==> config.mk <==
export PLATFORM = sky130hd
export DESIGN_NAME = union_find_controller
export DESIGN_NICKNAME = d
export VERILOG_FILES = /design/src/rtl/union_find_controller.sv
export SDC_FILE = /design/constraint.sdc
export NUM_CORES = 1
export LEC_CHECK = 0
export ABC_CLOCK_PERIOD_IN_PS = 2740
export CAP_MARGIN = 20
export CELL_PAD_IN_SITES_DETAIL_PLACEMENT = 1
export CELL_PAD_IN_SITES_GLOBAL_PLACEMENT = 2
export CORE_MARGIN = 2
export CORE_UTILIZATION = 31
export CTS_BUF_LIST = sky130_fd_sc_hd__clkbuf_2 sky130_fd_sc_hd__clkbuf_4 sky130_fd_sc_hd__clkbuf_8
export DETAILED_ROUTE_END_ITERATION = 12
export GPL_TIMING_DRIVEN = 0
export PLACE_DENSITY_LB_ADDON = 0.08
export REMOVE_ABC_BUFFERS = 1
export SLEW_MARGIN = 10
export SYNTH_ARGS = -nofsm -noshare
export SYNTH_HDL_FRONTEND = slang
export SYNTH_SLANG_ARGS = --single-unit
==> constraint.sdc <==
create_clock -name clk -period 2.74 [get_ports clk]
set_input_delay 0.274 -clock clk [delete_from_list [all_inputs] [get_ports clk]]
set_output_delay 0.274 -clock clk [all_outputs]
set_load 0.02 [all_outputs]
==> src/rtl/union_find_controller.sv <==
// Union-find command initiator: walks parent pointers to the root with one memory request
// outstanding at a time, links distinct roots on UNION, and reports root/same/err/hop count.
module union_find_controller #(
  parameter int ADDR_W   = 6,
  parameter int MAX_HOPS = 64
) (
  input  logic              clk,
  input  logic              reset,
  input  logic              cmd_valid,
  output logic              cmd_ready,
  input  logic              cmd_op,
  input  logic [ADDR_W-1:0] cmd_a,
  input  logic [ADDR_W-1:0] cmd_b,
  output logic              res_valid,
  output logic [ADDR_W-1:0] res_root,
  output logic              res_same,
  output logic              res_err,
  output logic [7:0]        res_hops,
  output logic              find_req,
  output logic [ADDR_W-1:0] find_addr,
  input  logic [ADDR_W-1:0] find_data,
  input  logic              find_ready,
  output logic              union_req,
  output logic [ADDR_W-1:0] union_addr,
  output logic [ADDR_W-1:0] union_data,
  input  logic              union_ready
);

  localparam int WALK_W = $clog2(MAX_HOPS + 1);

  typedef enum logic [2:0] {
    IDLE, FA_REQ, FA_WAIT, FB_REQ, FB_WAIT, LINK_REQ, LINK_WAIT, DONE
  } state_t;

  state_t              state_q, state_d;
  logic                op_q, op_d;
  logic [ADDR_W-1:0]   b_q, b_d;
  logic [ADDR_W-1:0]   cur_q, cur_d;
  logic [ADDR_W-1:0]   root_a_q, root_a_d;
  logic [7:0]          hops_q, hops_d;
  logic [WALK_W-1:0]   walk_q, walk_d;
  logic [ADDR_W-1:0]   res_root_q, res_root_d;
  logic                res_same_q, res_same_d;
  logic                res_err_q, res_err_d;
  logic [7:0]          res_hops_q, res_hops_d;
  logic                finish, fin_same, fin_err;

  always_comb begin
    state_d    = state_q;
    op_d       = op_q;
    b_d        = b_q;
    cur_d      = cur_q;
    root_a_d   = root_a_q;
    hops_d     = hops_q;
    walk_d     = walk_q;
    res_root_d = res_root_q;
    res_same_d = res_same_q;
    res_err_d  = res_err_q;
    res_hops_d = res_hops_q;
    finish     = 1'b0;
    fin_same   = 1'b0;
    fin_err    = 1'b0;

    case (state_q)
      IDLE: begin
        if (cmd_valid) begin
          op_d    = cmd_op;
          b_d     = cmd_b;
          cur_d   = cmd_a;
          hops_d  = '0;
          walk_d  = '0;
          state_d = FA_REQ;
        end
      end
      FA_REQ, FB_REQ: begin
        hops_d  = (hops_q == 8'hff) ? hops_q : hops_q + 8'd1;
        walk_d  = walk_q + 1'b1;
        state_d = (state_q == FA_REQ) ? FA_WAIT : FB_WAIT;
      end
      FA_WAIT, FB_WAIT: begin
        if (find_ready) begin
          if (find_data == cur_q) begin
            if (state_q == FA_WAIT && !op_q) begin
              finish = 1'b1;
            end else if (state_q == FA_WAIT) begin
              root_a_d = cur_q;
              cur_d    = b_q;
              walk_d   = '0;
              state_d  = FB_REQ;
            end else if (cur_q == root_a_q) begin
              finish   = 1'b1;
              fin_same = 1'b1;
            end else begin
              state_d = LINK_REQ;
            end
          end else if (walk_q == WALK_W'(MAX_HOPS)) begin
            finish  = 1'b1;
            fin_err = 1'b1;
          end else begin
            cur_d   = find_data;
            state_d = (state_q == FA_WAIT) ? FA_REQ : FB_REQ;
          end
        end
      end
      LINK_REQ:  state_d = LINK_WAIT;
      LINK_WAIT: if (union_ready) finish = 1'b1;
      DONE:      state_d = IDLE;
      default:   state_d = IDLE;
    endcase

    // Every terminating path leaves the reported root in cur (root, root_b or last walked node).
    if (finish) begin
      res_root_d = cur_q;
      res_same_d = fin_same;
      res_err_d  = fin_err;
      res_hops_d = hops_q;
      state_d    = DONE;
    end
  end

  always_ff @(posedge clk) begin
    if (reset) begin
      state_q    <= IDLE;
      op_q       <= 1'b0;
      b_q        <= '0;
      cur_q      <= '0;
      root_a_q   <= '0;
      hops_q     <= '0;
      walk_q     <= '0;
      res_root_q <= '0;
      res_same_q <= 1'b0;
      res_err_q  <= 1'b0;
      res_hops_q <= '0;
    end else begin
      state_q    <= state_d;
      op_q       <= op_d;
      b_q        <= b_d;
      cur_q      <= cur_d;
      root_a_q   <= root_a_d;
      hops_q     <= hops_d;
      walk_q     <= walk_d;
      res_root_q <= res_root_d;
      res_same_q <= res_same_d;
      res_err_q  <= res_err_d;
      res_hops_q <= res_hops_d;
    end
  end

  assign cmd_ready  = !reset && (state_q == IDLE);
  assign res_valid  = !reset && (state_q == DONE);
  assign res_root   = reset ? '0 : res_root_q;
  assign res_same   = !reset && res_same_q;
  assign res_err    = !reset && res_err_q;
  assign res_hops   = reset ? '0 : res_hops_q;
  assign find_req   = !reset && (state_q == FA_REQ || state_q == FB_REQ);
  assign find_addr  = find_req ? cur_q : '0;
  assign union_req  = !reset && (state_q == LINK_REQ);
  assign union_addr = union_req ? root_a_q : '0;
  assign union_data = union_req ? cur_q : '0;

endmodule

==> results of run 1 <==
-- power by group --
part / leakage [uW] / switching, uW / internal (uW)
Combinational: 0.000986 / 695 / 465
Sequential: 0.000433 / 249 / 894
Clock: 0.0000588 / 268 / 285
-- through the flow --
| stage | power (uW) | setup TNS [ns] |
|---|---|---|
| 2_1_floorplan | 1800 | 0 |
| 3_3_place_gp | 2170 | -81.74 |
| 3_5_place_dp | 2200 | -33.95 |
| 4_1_cts | 2840 | 0 |
| 5_1_grt | 3070 | 0 |
| 6_report | 2860 | 0 |
-- routing by layer --
metal,global-route usage [%],vias to the layer above,routed length (microns),part of all wire [%]
li1,-,1341,-,-
met1,22.6,1282,4240,50
met2,27.7,32,3940,47
met3,2.67,2,179,2.1
met4,3.08,0,38,0.45
met5,0,-,0,0
-- cell usage in the layout (no fill, tap or decap), drive strengths merged, types with 2 or more instances in the layout --
master / synthesis / layout
o311ai: 2 / 2
nor2b: 25 / 25
nand4: 4 / 4
a211oi: 8 / 8
nand2: 27 / 27
and3: 8 / 8
mux2: 16 / 16
nor4: 6 / 6
buf: 9 / 11
o21ai: 8 / 8
or3: 6 / 6
clkdlybuf4s50: 0 / 60
nand3: 7 / 7
mux2i: 8 / 8
o32ai: 7 / 7
and2: 13 / 13
xor2: 12 / 12
nor3b: 3 / 3
ha: 5 / 5
clkbuf: 12 / 6
nor3: 11 / 11
a31oi: 2 / 2
inv: 14 / 13
nor2: 41 / 41
xnor2: 7 / 7
nor4b: 2 / 2
o31ai: 2 / 2
dfxtp: 53 / 53
a21oi: 19 / 19
-- logic make-up after synthesis --
group           synth area share (%)
simple gates                    28.4
compound gates                  13.2
flops                           35.4
buf+inv                         5.39
mux                             9.70
xor+xnor                        5.81
fa+ha+maj                       2.09
-- sequential cells by signal, indices dropped and copies added, names as in the netlist --
| name | flops |
|---|---|
| walk_q | 7 |
| root_a_q | 6 |
| hops_q | 8 |
| op_q | 1 |
| res_hops_q | 8 |
| cur_q | 6 |
| state_q | 3 |
| res_err_q | 1 |
| b_q | 6 |
| res_root_q | 6 |
| res_same_q | 1 |
-- layout make-up --
class	count	area, sq um	area share (%)
tap	129	161	4.08
timing repair buffer	71	709	17.9
inverter	14	56.3	1.42
clock buffer	6	76.3	1.93
sequential	53	1080	27.2
clock inverter	2	38.8	0.981
multi-input combinational	265	1840	46.4
-- path summary, 6_finish.rpt --
path                                   start           to
worst max-delay path            find_data[2]     cur_q[5]
worst min-delay path                   reset  root_a_q[0]
worst max register to register    state_q[2]     cur_q[5]
worst min register to register        b_q[1]       b_q[1]
-- repair_timing --
| item | CTS | global route |
|---|---|---|
| pin swaps | 3 | 2 |
| resized for setup | 14 | 10 |
| hold buffers | 0 | 0 |
| setup buffers | 5 | 3 |
| endpoints found under the setup margin | 47 | 23 |
| hold endpoints to repair | 0 | 0 |
| gates cloned | 0 | 0 |
==> impl_metrics.yaml, run 1 <==
hold_path:
  hold_depth: 2
  worstHoldPathType: "in2reg"
clock_network:
  cts_tree: "built"
  worst_skew_pair.late_latency_ns: 0.31
  htreeDepth: 2
  root_buffer: "clkbuf_8"
  cts.sinks: 53
  clk_pin_slew_ns: 0.10
  clk_path_buf_depth: 2
  numCtsBuffers: 5
cells_and_area:
  area_growth_pct: 32.1
  fillerInstances: 1118
  utilization_pct: 42.6
  diodes: 0
  fin_nets: 439
  fin_cells: 540
  design_area_sq_mm: 0.00395
  drive_gt1_share_pct: 14.8
critical_path:
  crit_cells: 10
  path_delay_family: "compound AO/OA/AOI/OAI gates"
  worst-path-max-fanout: 11
  r2r_setup_slack_ns: 0.18
  slowest_delay_ns: 0.60
  path_class: "in2reg"
  arrival_ns: 2.75
  r2r_cells: 6
  cp-end-kind: "flop"
  worstPathRequired_ns: 2.90
  slowest_stage: "o31ai_2"
  critPathLaunchType: "input port"
  cp_cell_sequence: "clkdlybuf4s50_1, xor2_1, nor2_2, nand2_4, inv_1, ha_1, o31ai_1, o311ai_1, o31ai_2, o32ai_1"
  crit_buf_inv: 2
synth:
  synth.lib_cells_used.distinct: 55
  yosys_warnings: 0
  async_flop_share_pct: 0
  synth_area_sq_mm: 0.00299
  yosysSeqAreaShare_pct: 35.4
  synth_most_common_cell: "dfxtp_1"
  yosys-top-cells-area: "dfxtp_1 35%, nor2b_1 5.2%, nor2_1 5.0%"
  synth_cells: 353
  synth-edff-count: 0
  synth_common_cells: "53 x dfxtp_1, 40 x nor2_1, 26 x nand2_1, 25 x nor2b_1, 19 x a21oi_1"
  syn_avg_cell_area_sq_um: 8.48
  synth-seq-cells: 53
  ys.flop_type: "dfxtp_1"
  yosysTopAreaCell: "dfxtp_1"
  synth_top_cell_area_share_pct: 35.4
drt:
  drc: 0
  via_count: 2657
  drt_iter0_drc: 81
  vias_per_cell: 4.92
  first_pass_iters: 4
  drtAntennaViolNets: 0
  wl_per_cell_microns: 15.6
  totalWireLength_microns: 8400
sta:
  final-max-slew-violation-count: 0
  rsz0062_at_grt: "no"
  fin_crit_sh_pct: 94.8
  setup_violations: 0
  tightestPinTransition_ns: 0.855
  fin_skew_ns: 0.00970
  layout_setup_ws_ns: 0.142
  max_clock_freq_ghz: 0.385
  slew_headroom_pct: 42.5
  hold_violations: 0
  hold_slack_ns: 0.364
  period_needed_ns: 2.60
floorplanning:
  start_util_pct: 32.3
  io_pins: 62
  die_area_sq_mm: 0.0105
  die_height_microns: 102
  coreArea_sq_mm: 0.00928
  die_w_microns: 102
  core.rowCount: 35
placed_design:
  gp_congestion: 0.764
  pre_cts_ws_ns: -0.863
  hpwl_microns: 6070
  port_buffers: 61
  placed_area_sq_mm: 0.00368
  numPlacedInstances: 524
global_routing:
  grt_pass1_wl_microns: 13600
  grt_max_degree: 36
  overflow: 0
  antenna_found_initial: 0
  grt_use_total_pct: 16.5
  grt_pass1_vias: 2703
power_and_ir_drop:
  max-vdd-ir-drop_v: 0.000252
  powerDensity_mw_per_mm2: 722
  power.leakage_uw: 0.00148
flow_run:
  cap_viol_max_count: 0
status:
  status: "finished, final reports clean"
Note: power is estimated with default switching activity, not from simulation.
==> run 2: changes to the inputs <==
SKIP_CTS_REPAIR_TIMING = 1   (was not set)
==> run 2 against run 1 <==
- the flow now finishes with violations (negative setup slack)
- register-to-register slack lost 0.12 ns
- clock-buffer cell count did not move
- routed wire length shrank 0.54%
- total power down 0.12%
- hold slack about the same
- setup slack got worse by 0.17 ns
- global-route usage is 0.19 points lower
- sequential share of layout area grew 0.083 points
- design area is 0.19% lower
- cell count down 0.19%
- clock skew about the same
- combinational power is essentially flat
- critical endpoint is now cur_q[1]
- largest cell class unchanged
- largest power group unchanged
- highest routed layer unchanged
==> impl_metrics.yaml, run 2 (synthesis results as in run 1) <==
critical_path:
  cp_cell_sequence: "clkdlybuf4s50_1, xor2_2, nor4_4, buf_4, nand2_4, inv_1, ha_1, o31ai_2, o311ai_2, o31ai_2, o32ai_1"
  r2r_setup_slack_ns: 0.06
  crit_buf_inv: 3
  slowest_delay_ns: 0.59
  worstSetupEndpoint: "cur_q[1]"
  reg2reg_to: "cur_q[1]"
  crit_cells: 11
  worst-path-max-fanout: 10
  crit_top_cell: "o31ai_2"
  worstPathRequired_ns: 2.91
  crit_path_start: "find_data[5]"
  path_delay_family: "compound AO/OA/AOI/OAI gates"
  slowest_stage: "o31ai_2"
  cp-end-kind: "flop"
  critPathLaunchType: "input port"
  path_class: "in2reg"
  r2r_start: "cur_q[3]"
  arrival_ns: 2.94
  r2r_cells: 10
drt:
  first_pass_iters: 4
  vias_per_cell: 4.90
  route.met3.wl_microns: 182
  met1_length_microns: 4130
  drtAntennaViolNets: 0
  drc: 0
  totalWireLength_microns: 8350
  top_layer_used: "met4"
  via_count: 2639
  wl_met2_microns: 3990
  drt_iter0_drc: 92
  wl_per_cell_microns: 15.5
clock_network:
  root_buffer: "clkbuf_8"
  cts.sinks: 53
  clk_pin_slew_ns: 0.10
  clk_path_buf_depth: 2
  numCtsBuffers: 5
  cts_tree: "built"
  worst_skew_pair.late_latency_ns: 0.31
  htreeDepth: 2
cells_and_area:
  regArea_sq_mm: 0.00108
  area_growth_pct: 31.8
  utilization_pct: 42.5
  top_regs: "hops_q: 8 flops, res_hops_q: 8 flops, walk_q: 7 flops"
  fin_nets: 438
  multiInputGateArea_sq_mm: 0.00185
  drive_gt1_share_pct: 15.6
  diodes: 0
  final_common_cell: "clkdlybuf4s50_1"
  most-common-layout-cells: "60 x clkdlybuf4s50_1, 44 x dfxtp_1, 39 x nor2_1, 25 x nor2b_1, 25 x nand2_1"
  fillerInstances: 1122
  design_area_sq_mm: 0.00395
  fin_cells: 539
sta:
  fin_crit_sh_pct: 101
  rsz0062_at_grt: "yes"
  setup_violations: 6
  fin_skew_ns: 0.00992
  final-max-slew-violation-count: 0
  slew_headroom_pct: 33.6
  tightestPinTransition_ns: 0.984
  max_clock_freq_ghz: 0.361
  setup_tns_ns: -0.144
  layout_setup_ws_ns: -0.0331
  hold_violations: 0
  period_needed_ns: 2.77
power_and_ir_drop:
  max-vdd-ir-drop_v: 0.000249
  powerDensity_mw_per_mm2: 723
  p_total_uw: 2850
  power.leakage_uw: 0.00146
placed_design:
  numPlacedInstances: 524
  hpwl_microns: 6070
  gp_congestion: 0.764
  port_buffers: 61
  placed_area_sq_mm: 0.00368
global_routing:
  grt_max_degree: 36
  antenna_found_initial: 0
  grt_pass1_vias: 2661
  grt_use_total_pct: 16.3
  overflow: 0
  grt_pass1_wl_microns: 13400
flow_run:
  cap_viol_max_count: 0
floorplanning:
  io_pins: 62
  core.rowCount: 35
  die_area_sq_mm: 0.0105
  coreArea_sq_mm: 0.00928
  start_util_pct: 32.3
  die_height_microns: 102
  die_w_microns: 102
hold_path:
  worstHoldPathType: "in2reg"
  hp-start: "reset"
status:
  status: "finished with violations"
  violations: "negative setup slack"
## run 2: layout make-up
class,instances,area share (%)
clock buffers,6,1.93
clock inverters,2,0.983
inverters,14,1.43
multi-input cells,265,46.9
flip-flops and latches,53,27.3
well taps,129,4.09
repair buffers,70,17.4
## run 2: where the power goes
group          switching (uW)  internal (uW)  total [uW]
sequential                249            896        1140
clock                     265            285         550
combinational             695            464        1160
total                    1210           1640        2850
## run 2: metal layers
metal / global-route usage (%) / vias up
met5: 0 / -
met4: 3.08 / 0
met3: 2.67 / 5
met2: 27.9 / 32
met1: 21.9 / 1265
li1: - / 1337
## run 2: metrics by stage
stage,setup WS (ns),hold slack (ns)
finish,-0.0331,0.364
global route,-0.158,0.375
CTS,-0.885,0.362
detailed placement,-0.863,0.447
global placement,-2.33,0.444
floorplan,0.0948,0.343
## run 2: worst min-delay path by stage
| stage | to | slack, ns | cells after the start |
|---|---|---|---|
| final | root_a_q[3] | 0.36 | 2 |
| after global routing | root_a_q[3] | 0.37 | 2 |
| after CTS | root_a_q[0] | 0.36 | 2 |
| after detailed placement | b_q[1] | 0.45 | 2 |
| after global placement | b_q[1] | 0.44 | 2 |
| after floorplan | b_q[0] | 0.34 | 1 |
==> run 3: changes to the inputs <==
GPL_ROUTABILITY_DRIVEN = 0   (was not set)
SKIP_CTS_REPAIR_TIMING = not set   (was 1)
==> results of run 3 <==
The final DEF is identical to that of run 1; final timing and power are the same.
